==> config.mk <==
export PLATFORM = sky130hd
export DESIGN_NAME = sw_debouncer_flat
export DESIGN_NICKNAME = d
export VERILOG_FILES = /design/src/rtl/sw_debouncer_if.sv /design/src/rtl/sw_debouncer.sv /design/src/flat_wrapper.sv
export SDC_FILE = /design/constraint.sdc
export NUM_CORES = 1
export LEC_CHECK = 0
export CAP_MARGIN = 0
export CORE_MARGIN = 3
export CORE_UTILIZATION = 45
export DETAILED_ROUTE_END_ITERATION = 16
export GPL_TIMING_DRIVEN = 0
export PLACE_DENSITY = 0.63
export SYNTH_ARGS = -nofsm -noshare
export SYNTH_HDL_FRONTEND = slang
export SYNTH_SLANG_ARGS = --single-unit
==> constraint.sdc <==
create_clock -name clock -period 6.4 [get_ports clock]
set_input_delay 1.6 -clock clock [delete_from_list [all_inputs] [get_ports clock]]
set_output_delay 1.6 -clock clock [all_outputs]
set_load 0.05 [all_outputs]
==> src/rtl/sw_debouncer_if.sv <==
// Switch-conditioning bundle: raw pins in, debounced levels, edge pulses
// and the sticky event record out.
interface sw_debouncer_if #(
  parameter int WIDTH = 5
);
  logic [WIDTH-1:0] sw_raw;
  logic [WIDTH-1:0] sw_stable;
  logic [WIDTH-1:0] sw_rise;
  logic [WIDTH-1:0] sw_fall;
  logic [WIDTH-1:0] event_latched;
  logic             event_pending;
  logic             event_clear;

  modport master (
    output sw_raw, event_clear,
    input  sw_stable, sw_rise, sw_fall, event_latched, event_pending
  );

  modport slave (
    input  sw_raw, event_clear,
    output sw_stable, sw_rise, sw_fall, event_latched, event_pending
  );
endinterface

==> src/rtl/sw_debouncer.sv <==
// Slide-switch conditioner: per-bit 2-flop sync, bounce filter, edge pulses
// and a sticky change record that software polls and clears.
module sw_debouncer_lane #(
  parameter int DEBOUNCE_CYCLES = 500000,
  parameter int CNT_W           = 20
) (
  input  logic clock,
  input  logic reset,
  input  logic raw,
  input  logic clear,
  output logic stable,
  output logic rise,
  output logic fall,
  output logic latched
);
  localparam logic [CNT_W-1:0] LAST = CNT_W'(DEBOUNCE_CYCLES - 1);

  logic             s1, s2;
  logic [CNT_W-1:0] cnt;

  always_ff @(posedge clock or posedge reset) begin
    if (reset) begin
      s1      <= 1'b0;
      s2      <= 1'b0;
      cnt     <= '0;
      stable  <= 1'b0;
      rise    <= 1'b0;
      fall    <= 1'b0;
      latched <= 1'b0;
    end else begin
      s1      <= raw;
      s2      <= s1;
      rise    <= 1'b0;
      fall    <= 1'b0;
      // set beats clear so a pulse coinciding with a clear is never lost
      latched <= (latched & ~clear) | rise | fall;
      if (s2 == stable) begin
        cnt <= '0;
      end else if (cnt == LAST) begin
        cnt    <= '0;
        stable <= s2;
        rise   <= s2;
        fall   <= ~s2;
      end else begin
        cnt <= cnt + CNT_W'(1);
      end
    end
  end
endmodule

module sw_debouncer #(
  parameter int WIDTH           = 5,
  parameter int DEBOUNCE_CYCLES = 500000,
  parameter int CNT_W           = 20
) (
  input  logic           clock,
  input  logic           reset,
  sw_debouncer_if.slave  bus
);
  logic [WIDTH-1:0] stable, rise, fall, latched;

  for (genvar i = 0; i < WIDTH; i++) begin : g_lane
    sw_debouncer_lane #(
      .DEBOUNCE_CYCLES (DEBOUNCE_CYCLES),
      .CNT_W           (CNT_W)
    ) u_lane (
      .clock   (clock),
      .reset   (reset),
      .raw     (bus.sw_raw[i]),
      .clear   (bus.event_clear),
      .stable  (stable[i]),
      .rise    (rise[i]),
      .fall    (fall[i]),
      .latched (latched[i])
    );
  end

  assign bus.sw_stable     = stable;
  assign bus.sw_rise       = rise;
  assign bus.sw_fall       = fall;
  assign bus.event_latched = latched;
  assign bus.event_pending = |latched;
endmodule

==> src/flat_wrapper.sv <==
// flat-port wrapper written by rule: the top's interface ports become plain ports
module sw_debouncer_flat 
#(
  parameter int WIDTH           = 5,
  parameter int DEBOUNCE_CYCLES = 500000,
  parameter int CNT_W           = 20
)
  (clock, reset, bus_sw_raw, bus_event_clear, bus_sw_stable, bus_sw_rise, bus_sw_fall, bus_event_latched, bus_event_pending);
  sw_debouncer_if #(.WIDTH(WIDTH)) bus_i ();
  input  logic clock;
  input  logic reset;
  input wire logic [$bits(bus_i.sw_raw)-1:0] bus_sw_raw;
  input wire logic [$bits(bus_i.event_clear)-1:0] bus_event_clear;
  output wire logic [$bits(bus_i.sw_stable)-1:0] bus_sw_stable;
  output wire logic [$bits(bus_i.sw_rise)-1:0] bus_sw_rise;
  output wire logic [$bits(bus_i.sw_fall)-1:0] bus_sw_fall;
  output wire logic [$bits(bus_i.event_latched)-1:0] bus_event_latched;
  output wire logic [$bits(bus_i.event_pending)-1:0] bus_event_pending;
  assign bus_i.sw_raw = bus_sw_raw;
  assign bus_i.event_clear = bus_event_clear;
  assign bus_sw_stable = bus_i.sw_stable;
  assign bus_sw_rise = bus_i.sw_rise;
  assign bus_sw_fall = bus_i.sw_fall;
  assign bus_event_latched = bus_i.event_latched;
  assign bus_event_pending = bus_i.event_pending;
  sw_debouncer #(.WIDTH(WIDTH), .DEBOUNCE_CYCLES(DEBOUNCE_CYCLES), .CNT_W(CNT_W)) u_core (.clock(clock), .reset(reset), .bus(bus_i));
endmodule
# After elaboration in Yosys (flattened, before gate mapping)
# Cells that the tools add are included.
classes:
  addsub: 5
  n_eq_ne: 10
  n_mux: 30
  bitwise: 26
  reduce_logical: 6
op_table:
  columns: ["op", "count"]
  rows:
  - ["20-bit two-way mux", 10]
  - ["20-bit by 1-bit adder with 20-bit output (second input constant)", 5]
  - ["20-bit by 19-bit equality test with 1-bit output (second input constant)", 5]
  - ["1-bit two-way mux", 20]
  - ["1-bit inverter", 11]
  - ["1-bit OR", 10]
  - ["2-bit AND reduction", 5]
  - ["1-bit AND", 5]
  - ["1-bit equality test", 5]
  - ["5-bit OR reduction", 1]
totals:
  register_bits: 130
  input_bits: 8
  out_inout_bits: 21
  elab_cells: 112

# Logic depth before layout (Yosys ltp)
# Gate-level depths: netlist of the first run.
depth:
  word_depth: 4
  depth_mapped: 6
  depth_no_buf: 5

# Cells and area by module
# Synthesis of the first run repeated with hierarchy kept, for this count alone.
unflattened:
  cells_unflattened: 568
  area_unflattened_um2: 6137.1
modules_own_cells:
  columns: ["module", "n_inst", "cells_each", "area_per_inst_um2", "seq_area_each_um2"]
  rows:
  - ["sw_debouncer_lane", 5, 113, 1224.9, 650.6]
  - ["sw_debouncer", 1, 3, 12.5, 0.0]

# Worst setup path before layout of the first run
# No wires, ideal clock.
synth_path:
  path_type: "flip-flop to output port"
  start: "reg u_core.g_lane[3].u_lane.latched"
  end: "out bus_event_pending"
  t_arrival_ns: 0.956
  t_required_ns: 4.800
  path_slack_ns: 3.844
  path_stages_with_launch: 3
  path_buffers: 0
  cell_sequence: "dfrtp_1 -> nor3_1 -> nand3_1"
synth_between:
  elab_chain_cells: 1
synth_lines:
  columns: ["item", "line", "source"]
  rows:
  - ["from (decl)", "sw_debouncer.sv:14", "output logic latched"]
  - ["from (signal assigned)", "sw_debouncer.sv:36", "latched <= (latched & ~clear) | rise | fall;"]
  - ["5-bit OR reduction", "sw_debouncer.sv:82", "assign bus.event_pending = |latched;"]
  - ["to (decl)", "flat_wrapper.sv:18", "output wire logic [$bits(bus_i.event_pending)-1:0] bus_event_pending;"]
# Every way passes these cells.

# Worst setup path after layout of the first run
# Ends and elaborated chain as after synthesis.

==> results.yml, run 1 <==
outcome:
  status: "completed"
place:
  place.gp.congestion: 0.850
  hpwlAfterDp_um: 8340
  portBuffers: 28
power_and_ir_drop:
  ir_drop_uv: 166
  p_sw_w: 0.000357
  switching_share: 0.208
  p_leak_nw: 2.87
  comb_power_share: 0.029
  p_seq_frac: 0.492
  power.internal_w: 0.00136
  power_w: 0.00172
  power.density_nw_per_um2: 239
  power.share.clock: 0.479
setup_path:
  regToRegStartpoint: "u_core.g_lane[1].u_lane.cnt[0]$_DFF_PP0_"
  end_kind: "primary output"
  worstSetupPathType: "reg -> out"
  crit_family: "buffers and inverters"
  crit_path_max_fanout: 3
  cp-start-kind: "register"
  path_buf_inv: 1
  reg2regPathDepth: 5
  crit_chain: "nor3_1 -> nand3_1 -> clkdlybuf4s50_1"
  cp.required_ns: 4.80
  slowest_delay_ns: 0.72
  worstPathArrival_ns: 1.80
  r2r-end: "u_core.g_lane[1].u_lane.cnt[6]$_DFF_PP0_"
  crit_slowest_cell: "clkdlybuf4s50_1"
  r2r_slack_ns: 4.07
cts:
  clockBufferDepth: 2
  clkLatencyLatePin_ns: 0.41
  cts_tree: "done"
  holdBufCountCts: 0
  cts_resized: 0
  cts-htree-levels: 4
  ctsRootBufferMaster: "clkbuf_16"
  clock-sinks: 130
  cts_buffers: 17
  post-cts-setup-buffers: 0
  path_clk_slew_ns: 0.05
timing:
  rsz0062_at_grt: "false"
  max_freq_mhz: 294
  finalHoldViolCount: 0
  hold_ws_ns: 0.344
  timing.final.crit_share: 0.531
  maxSlewViolCount: 0
  fin_skew_ns: 0.00762
  worstMarginPinSlew_ns: 0.753
  min_period_ns: 3.40
  setup_viol: 0
  relSlewSlack: 0.495
global_route:
  grt_usage: 0.177
  grt_pass1_vias: 4565
  antenna_found_initial: 0
  grt.overflow.total: 0
  grt_max_degree: 103
  grt_pass1_wl_um: 21400
logic_synthesis:
  synth-edff-count: 0
  synth.distinct_cells: 40
  yosysSeqAreaShare: 0.527
  synth_area_um2: 6170
  synth_top_area_cell: "dfrtp_1"
  yosys_warnings: 0
  async_reset_ff_frac: 1.00
  ys_ff_latch: 130
  synthTopCellsByArea: "dfrtp_1 53%, xnor2_1 6.8%, nor2_1 5.0%"
  synthFlopType: "dfrtp_1"
  syn_area_per_cell_um2: 10.2
  syn_nets: 618
  synthCells: 605
  synth_top_cell_area_share: 0.527
detailed_routing:
  drtAntennaViolNets: 0
  vias: 4602
  drtPass1Iterations: 5
  drt_wl_total_um: 12100
  drc_errors: 0
  wire_per_inst_um: 14.5
  vias_per_cell: 5.50
  drtIter0Drc: 251
finish:
  final_cell_mix: "130 x dfrtp_1, 82 x nor2_1, 48 x xnor2_1, 38 x nand3_1, 31 x nand4_1"
  nNetsFinal: 666
  area_delta_synth_final_pct: 16.6
  drive_above_1_share: 0.0970
  final_common_cell: "dfrtp_1"
  n_antenna_cell: 0
floorplanning:
  die_h_um: 123
  start_util: 0.463
  die_x_um: 123
  rows: 42
  die-area_um2: 15200
  core_area_um2: 13300
  io_pins: 29
worst_hold_path:
  hold_depth: 0
  hp-class: "reg -> reg"
  holdPathEnd: "u_core.g_lane[4].u_lane.s2$_DFF_PP0_"
  hp-start: "u_core.g_lane[4].u_lane.s1$_DFF_PP0_"
run:
  maxCapViolations: 0
-- power by group through the flow --
stage               combinational [W]  clock [W]  sequential (W)
detailed placement          0.0000521          0        0.000858
global placement            0.0000484          0        0.000858
floorplan                   0.0000338          0        0.000856
finish                      0.0000501   0.000823        0.000845
global route                0.0000592   0.000878        0.000846
CTS                         0.0000522   0.000845        0.000845
-- cell families after synthesis --
group | share of synthesized area
adders and majority gates | 0.0101
xor gates and xnor gates | 0.0979
and+or+nand+nor | 0.248
DFF | 0.527
buffers and inverters | 0.0454
AOI/OAI and AO/OA | 0.0622
muxes | 0.00973
-- stage by stage --
step / worst slack [ns] / cells / cell area [um^2] / util / setup TNS (ns)
6_report: 3.00 / 836 / 7200 / 0.539 / 0
5_1_grt: 2.93 / 836 / 7200 / 0.539 / 0
4_1_cts: 2.97 / 836 / 7200 / 0.539 / 0
3_5_place_dp: 3.42 / 810 / 6710 / 0.503 / 0
3_3_place_gp: -0.404 / 809 / 6680 / 0.500 / -51.87
2_1_floorplan: 1.33 / 605 / 6170 / - / 0
-- synthesized netlist by cell type (all sizes together) (15+ instances only) --
cell type	instances
xnor2	48
or3	15
xor2	21
o21ai	18
nand3	39
nand4	31
buf	23
inv	23
o31ai	16
nand2	22
dfrtp	130
or4	21
nor2	82
nor4	18
a21oi	26
-- layout make-up --
type                            instances  area (um^2)
Buffer                                 30          194
Clock buffer                           25          485
Clock inverter                          1         5.00
Fill cell                            1208         6150
Inverter                               23         91.3
Multi-Input combinational cell        422         2640
Sequential cell                       130         3250
Tap cell                              176          220
Timing Repair Buffer                   29          308
-- state kept, by name (all words and copies together) (netlist names) --
signal	flops
u_core.g_lane.u_lane.rise	5
u_core.g_lane.u_lane.stable	5
u_core.g_lane.u_lane.cnt	100
u_core.g_lane.u_lane.s2	5
u_core.g_lane.u_lane.s1	5
u_core.g_lane.u_lane.fall	5
u_core.g_lane.u_lane.latched	5
-- layer usage --
metal | global-route usage | vias to the layer above | part of all wire
met1 | 0.237 | 2261 | 0.46
met3 | 0.0494 | 18 | 0.048
met2 | 0.272 | 82 | 0.47
li1 | - | 2241 | -
met5 | 0 | - | 0
met4 | 0.0754 | 0 | 0.020
-- how the worst max path moves through the flow --
| stage | start | end | slack [ns] | cells past startpoint |
|---|---|---|---|---|
| finish | u_core.g_lane[3].u_lane.latched$_DFF_PP0_ | bus_event_pending | 3.00 | 3 |
| global route | u_core.g_lane[3].u_lane.latched$_DFF_PP0_ | bus_event_pending | 2.93 | 3 |
| CTS | u_core.g_lane[3].u_lane.latched$_DFF_PP0_ | bus_event_pending | 2.97 | 3 |
| detailed placement | u_core.g_lane[3].u_lane.latched$_DFF_PP0_ | bus_event_pending | 3.42 | 3 |
| global placement | reset | u_core.g_lane[0].u_lane.cnt[19]$_DFF_PP0_ | -0.40 | 2 |
| floorplan | reset | u_core.g_lane[0].u_lane.cnt[0]$_DFF_PP0_ | 1.33 | 1 |
(Power assumes the default switching activity.)
==> run 2, diff against run 1 <==
PLACE_DENSITY = 0.66   (was 0.63)
clock period = 2.7 ns   (was 6.4 ns; I/O delays follow)
==> run 2 against run 1 <==
Effect of this change:
- clock skew increased by 0.00053 ns
- total power rose to 2.5 times the previous value
- critical path type unchanged
- clock power grew to 2.7 times the previous value
- first-iteration DRC count is 6.0% lower
- critical endpoint unchanged
- global-route usage grew 0.29 points
==> results.yml, run 2 (same netlist as run 1, synthesis figures left out) <==
outcome:
  status: "completed"
timing:
  timing.final.crit_share: 0.936
  hold_ws_ns: 0.345
  min_period_ns: 2.53
  relSlewSlack: 0.449
  max_freq_mhz: 396
  fin_skew_ns: 0.00816
  finalHoldViolCount: 0
  fin_tns_setup_ns: 0
  worstMarginPinSlew_ns: 0.818
  maxSlewViolCount: 0
  setup_viol: 0
  rsz0062_at_grt: "false"
finish:
  fin_area_um2: 7330
  n_antenna_cell: 0
  fillCellCount: 1158
  nNetsFinal: 669
  area_delta_synth_final_pct: 18.7
  fin_cells: 843
  ff_latch_area_um2: 3250
  multi_input_area_um2: 2640
  drive_above_1_share: 0.108
  final_common_cell: "dfrtp_1"
  largest_reg_flops: 100
  final_cell_mix: "130 x dfrtp_1, 82 x nor2_1, 48 x xnor2_1, 38 x nand3_1, 31 x nand4_1"
  regMostFlops: "u_core.g_lane.u_lane.cnt"
setup_path:
  crit_path_max_fanout: 3
  critPathCapture: "bus_event_pending"
  path_buf_inv: 1
  crit_family: "buffers and inverters"
  cp.required_ns: 2.03
  setup.worst_path.start: "u_core.g_lane[4].u_lane.latched$_DFF_PP0_"
  cp-start-kind: "register"
  slowest_delay_ns: 0.71
  r2r-end: "u_core.g_lane[2].u_lane.cnt[14]$_DFF_PP0_"
  reg2regPathDepth: 5
  crit_chain: "nor3_1 -> nand3_1 -> clkdlybuf4s50_1"
  r2r_slack_ns: 0.30
  regToRegStartpoint: "u_core.g_lane[2].u_lane.cnt[0]$_DFF_PP0_"
  worstPathArrival_ns: 1.85
  crit_slowest_cell: "clkdlybuf4s50_1"
  crit_cells: 3
  worstSetupPathType: "reg -> out"
  end_kind: "primary output"
power_and_ir_drop:
  p_seq_frac: 0.463
  p_sw_w: 0.000888
  ir_drop_uv: 361
  power_w: 0.00432
  power.density_nw_per_um2: 590
  p_leak_nw: 2.93
  comb_power_share: 0.030
  power.internal_w: 0.00344
  switching_share: 0.205
  power.share.clock: 0.507
floorplanning:
  start_util: 0.463
  die_h_um: 123
  core_area_um2: 13300
  die-area_um2: 15200
  io_pins: 29
  rows: 42
  die_x_um: 123
cts:
  cts_buffers: 17
  cts-htree-levels: 4
  clockBufferDepth: 2
  holdBufCountCts: 0
  clkLatencyLatePin_ns: 0.42
  cts_resized: 0
  post-cts-setup-buffers: 0
  cts_tree: "done"
  ctsRootBufferMaster: "clkbuf_16"
  path_clk_slew_ns: 0.05
  clock-sinks: 130
detailed_routing:
  vias_per_cell: 5.57
  drtIter0Drc: 236
  wire_per_inst_um: 15.0
  vias: 4694
  drtAntennaViolNets: 0
  drt_wl_total_um: 12600
  drtPass1Iterations: 5
  drc_errors: 0
global_route:
  grt_usage: 0.180
  antenna_found_initial: 0
  grt_pass1_vias: 4524
  grt_max_degree: 30
  grt_pass1_wl_um: 21800
  grt.overflow.total: 0
place:
  placed_cells: 813
  portBuffers: 28
  place_area_um2: 6770
  hpwlAfterDp_um: 8660
  place.gp.congestion: 0.819
run:
  maxCapViolations: 0
worst_hold_path:
  hp-class: "reg -> reg"
==> run 2: through the flow <==
| stage | util | setup slack [ns] |
|---|---|---|
| 2_1_floorplan | - | 0.416 |
| 3_3_place_gp | 0.500 | -0.700 |
| 3_5_place_dp | 0.507 | 0.285 |
| 4_1_cts | 0.549 | 0.136 |
| 5_1_grt | 0.549 | 0.0632 |
| 6_report | 0.549 | 0.172 |
==> run 2: worst min-delay path by stage <==
stage | start | end | cells past startpoint
global placement | u_core.g_lane[2].u_lane.s1$_DFF_PP0_ | u_core.g_lane[2].u_lane.s2$_DFF_PP0_ | 0
global route | u_core.g_lane[1].u_lane.s1$_DFF_PP0_ | u_core.g_lane[1].u_lane.s2$_DFF_PP0_ | 0
floorplan | u_core.g_lane[0].u_lane.s1$_DFF_PP0_ | u_core.g_lane[0].u_lane.s2$_DFF_PP0_ | 0
CTS | u_core.g_lane[2].u_lane.s1$_DFF_PP0_ | u_core.g_lane[2].u_lane.s2$_DFF_PP0_ | 0
detailed placement | u_core.g_lane[2].u_lane.s1$_DFF_PP0_ | u_core.g_lane[2].u_lane.s2$_DFF_PP0_ | 0
finish | u_core.g_lane[2].u_lane.s1$_DFF_PP0_ | u_core.g_lane[2].u_lane.s2$_DFF_PP0_ | 0
==> run 2: power groups by stage <==
stage | registers (W) | clock network (W) | logic, W
after detailed placement | 0.00203 | 0 | 0.000134
final | 0.00200 | 0.00219 | 0.000130
after global placement | 0.00203 | 0 | 0.000115
after global routing | 0.00201 | 0.00232 | 0.000149
after floorplan | 0.00203 | 0 | 0.0000805
after CTS | 0.00200 | 0.00223 | 0.000136
==> run 2: metal layers <==
| layer | global-route usage | up-vias | part of all wire | routed length, um |
|---|---|---|---|---|
| met5 | 0 | - | 0 | 0 |
| met4 | 0.0706 | 0 | 0.014 | 179 |
| met3 | 0.0439 | 17 | 0.042 | 530 |
| met2 | 0.266 | 92 | 0.46 | 5820 |
| met1 | 0.257 | 2329 | 0.48 | 6080 |
| li1 | - | 2256 | - | - |
==> run 2: final cells by class <==
cell class / instances / share of cell area
Clock inverter: 6 / 0.0109
Tap cell: 176 / 0.0300
Inverter: 23 / 0.0123
Multi-Input combinational cell: 422 / 0.360
Buffer: 30 / 0.0265
Clock buffer: 24 / 0.0657
Sequential cell: 130 / 0.444
Timing Repair Buffer: 32 / 0.0502
==> run 3, diff against run 2 <==
clock period = 2.3 ns   (was 2.7 ns; I/O delays follow)
==> run 3 against run 2 <==
Effect of this change:
- sequential power increased by 18%
- count of clock-buffer cells in the layout unchanged
- clock power increased by 17%
- critical endpoint is now bus_sw_rise[1]
- largest power group unchanged
- total power increased by 18%
- die area unchanged
==> results.yml, run 3 (same netlist as run 1, synthesis figures left out) <==
power_and_ir_drop:
  p_leak_nw: 3.16
  ir_drop_uv: 425
  power.density_nw_per_um2: 679
detailed_routing:
  drt-met1-wl_um: 6120
  drt_wl_total_um: 12800
  vias_per_cell: 5.55
  wire_per_inst_um: 14.9
  drc_errors: 0
  wl_met3_um: 544
  drtPass1Iterations: 5
  vias: 4757
  top_layer: "met4"
  wl_met2_um: 5850
  drtIter0Drc: 209
  drtAntennaViolNets: 0
timing:
  hold_ws_ns: 0.346
  worstMarginPinSlew_ns: 0.741
  setup_viol: 0
  min_period_ns: 2.24
  timing.final.crit_share: 0.975
  max_freq_mhz: 446
  finalHoldViolCount: 0
  maxSlewViolCount: 0
  fin_skew_ns: 0.00649
  rsz0062_at_grt: "false"
  relSlewSlack: 0.501
global_route:
  grt_pass1_vias: 4529
  grt_pass1_wl_um: 21800
  antenna_found_initial: 0
  grt_max_degree: 30
  grt.overflow.total: 0
  grt_usage: 0.180
floorplanning:
  start_util: 0.463
  die_x_um: 123
  die-area_um2: 15200
  core_area_um2: 13300
  io_pins: 29
  rows: 42
  die_h_um: 123
finish:
  regMostFlops: "u_core.g_lane.u_lane.cnt"
  largest_reg_flops: 100
  nNetsFinal: 683
  fin_area_um2: 7490
  ff_latch_area_um2: 3250
  final_common_cell: "dfrtp_1"
  area_delta_synth_final_pct: 21.3
  fillCellCount: 1143
  drive_above_1_share: 0.129
  n_antenna_cell: 0
  final_cell_mix: "130 x dfrtp_1, 82 x nor2_1, 48 x xnor2_1, 38 x nand3_1, 35 x buf_4"
  multi_input_area_um2: 2690
cts:
  path_clk_slew_ns: 0.05
  clock-sinks: 130
  cts_buffers: 17
  cts-htree-levels: 4
  holdBufCountCts: 0
  ctsRootBufferMaster: "clkbuf_16"
  cts_tree: "done"
  clockBufferDepth: 2
  clkLatencyLatePin_ns: 0.42
place:
  place_area_um2: 6770
  hpwlAfterDp_um: 8660
  portBuffers: 28
  place.gp.congestion: 0.819
worst_hold_path:
  hold_depth: 0
  hp-class: "reg -> reg"
run:
  maxCapViolations: 0
setup_path:
  cp.required_ns: 1.73
  end_kind: "primary output"
  cp-start-kind: "register"
  worstSetupPathType: "reg -> out"
  worstPathArrival_ns: 1.67
  crit_path_max_fanout: 2
  reg2regPathDepth: 4
outcome:
  status: "completed"
==> run 3: what timing repair did <==
item	CTS	global route
pin swaps	0	5
resized for setup	11	11
setup endpoints to repair	35	61
endpoints found under the hold margin	0	0
buffers inserted	0	14
==> run 3: final timing paths <==
check / from / endpoint / slack (ns)
max: u_core.g_lane[1].u_lane.rise$_DFF_PP0_ / bus_sw_rise[1] / 0.06
min: u_core.g_lane[2].u_lane.s1$_DFF_PP0_ / u_core.g_lane[2].u_lane.s2$_DFF_PP0_ / 0.35
max reg2reg: u_core.g_lane[0].u_lane.cnt[5]$_DFF_PP0_ / u_core.g_lane[0].u_lane.stable$_DFFE_PP0P_ / 0.12
min reg2reg: u_core.g_lane[2].u_lane.s1$_DFF_PP0_ / u_core.g_lane[2].u_lane.s2$_DFF_PP0_ / 0.35
max in group asynchronous: reset / u_core.g_lane[0].u_lane.cnt[16]$_DFF_PP0_ / 0.95
min in group asynchronous: reset / u_core.g_lane[4].u_lane.s2$_DFF_PP0_ / 0.59
==> run 3: cell type report <==
cell class                 count  share of cell area
inverter                      23              0.0120
multi-input combinational    422               0.359
sequential                   130               0.434
timing repair buffer          46              0.0640
buffer                        30              0.0262
clock buffer                  24              0.0643
tap                          176              0.0294
clock inverter                 6              0.0107
==> run 3: metrics by stage <==
| step | total power (W) | util | cells | setup TNS (ns) | setup WS [ns] |
|---|---|---|---|---|---|
| finish | 0.00509 | 0.561 | 857 | 0 | 0.0567 |
| global route | 0.00526 | 0.561 | 857 | 0 | 0.000472 |
| CTS | 0.00513 | 0.551 | 843 | 0 | 0.000188 |
| detailed placement | 0.00255 | 0.507 | 813 | -1.53 | -0.115 |
| global placement | 0.00252 | 0.500 | 809 | -129.36 | -1.00 |
| floorplan | 0.00248 | - | 605 | 0 | 0.116 |
==> run 3: worst max-delay path, stage by stage, from the launching register on <==
cell,delay (ns)
dfrtp_1,0.35
buf_4,0.11
clkdlybuf4s50_1,0.79
==> run 3: power by group <==
part	total (W)	leakage, nW	internal, W	switching [W]
Combinational	0.000166	1.10	0.0000649	0.000101
Sequential	0.00235	1.78	0.00232	0.0000311
Clock	0.00257	0.280	0.00166	0.000910
==> run 3: per-layer routing <==
layer	GRT usage	up-vias
met5	0	-
met4	0.0706	0
met3	0.0439	26
met2	0.267	107
met1	0.257	2344
li1	-	2280
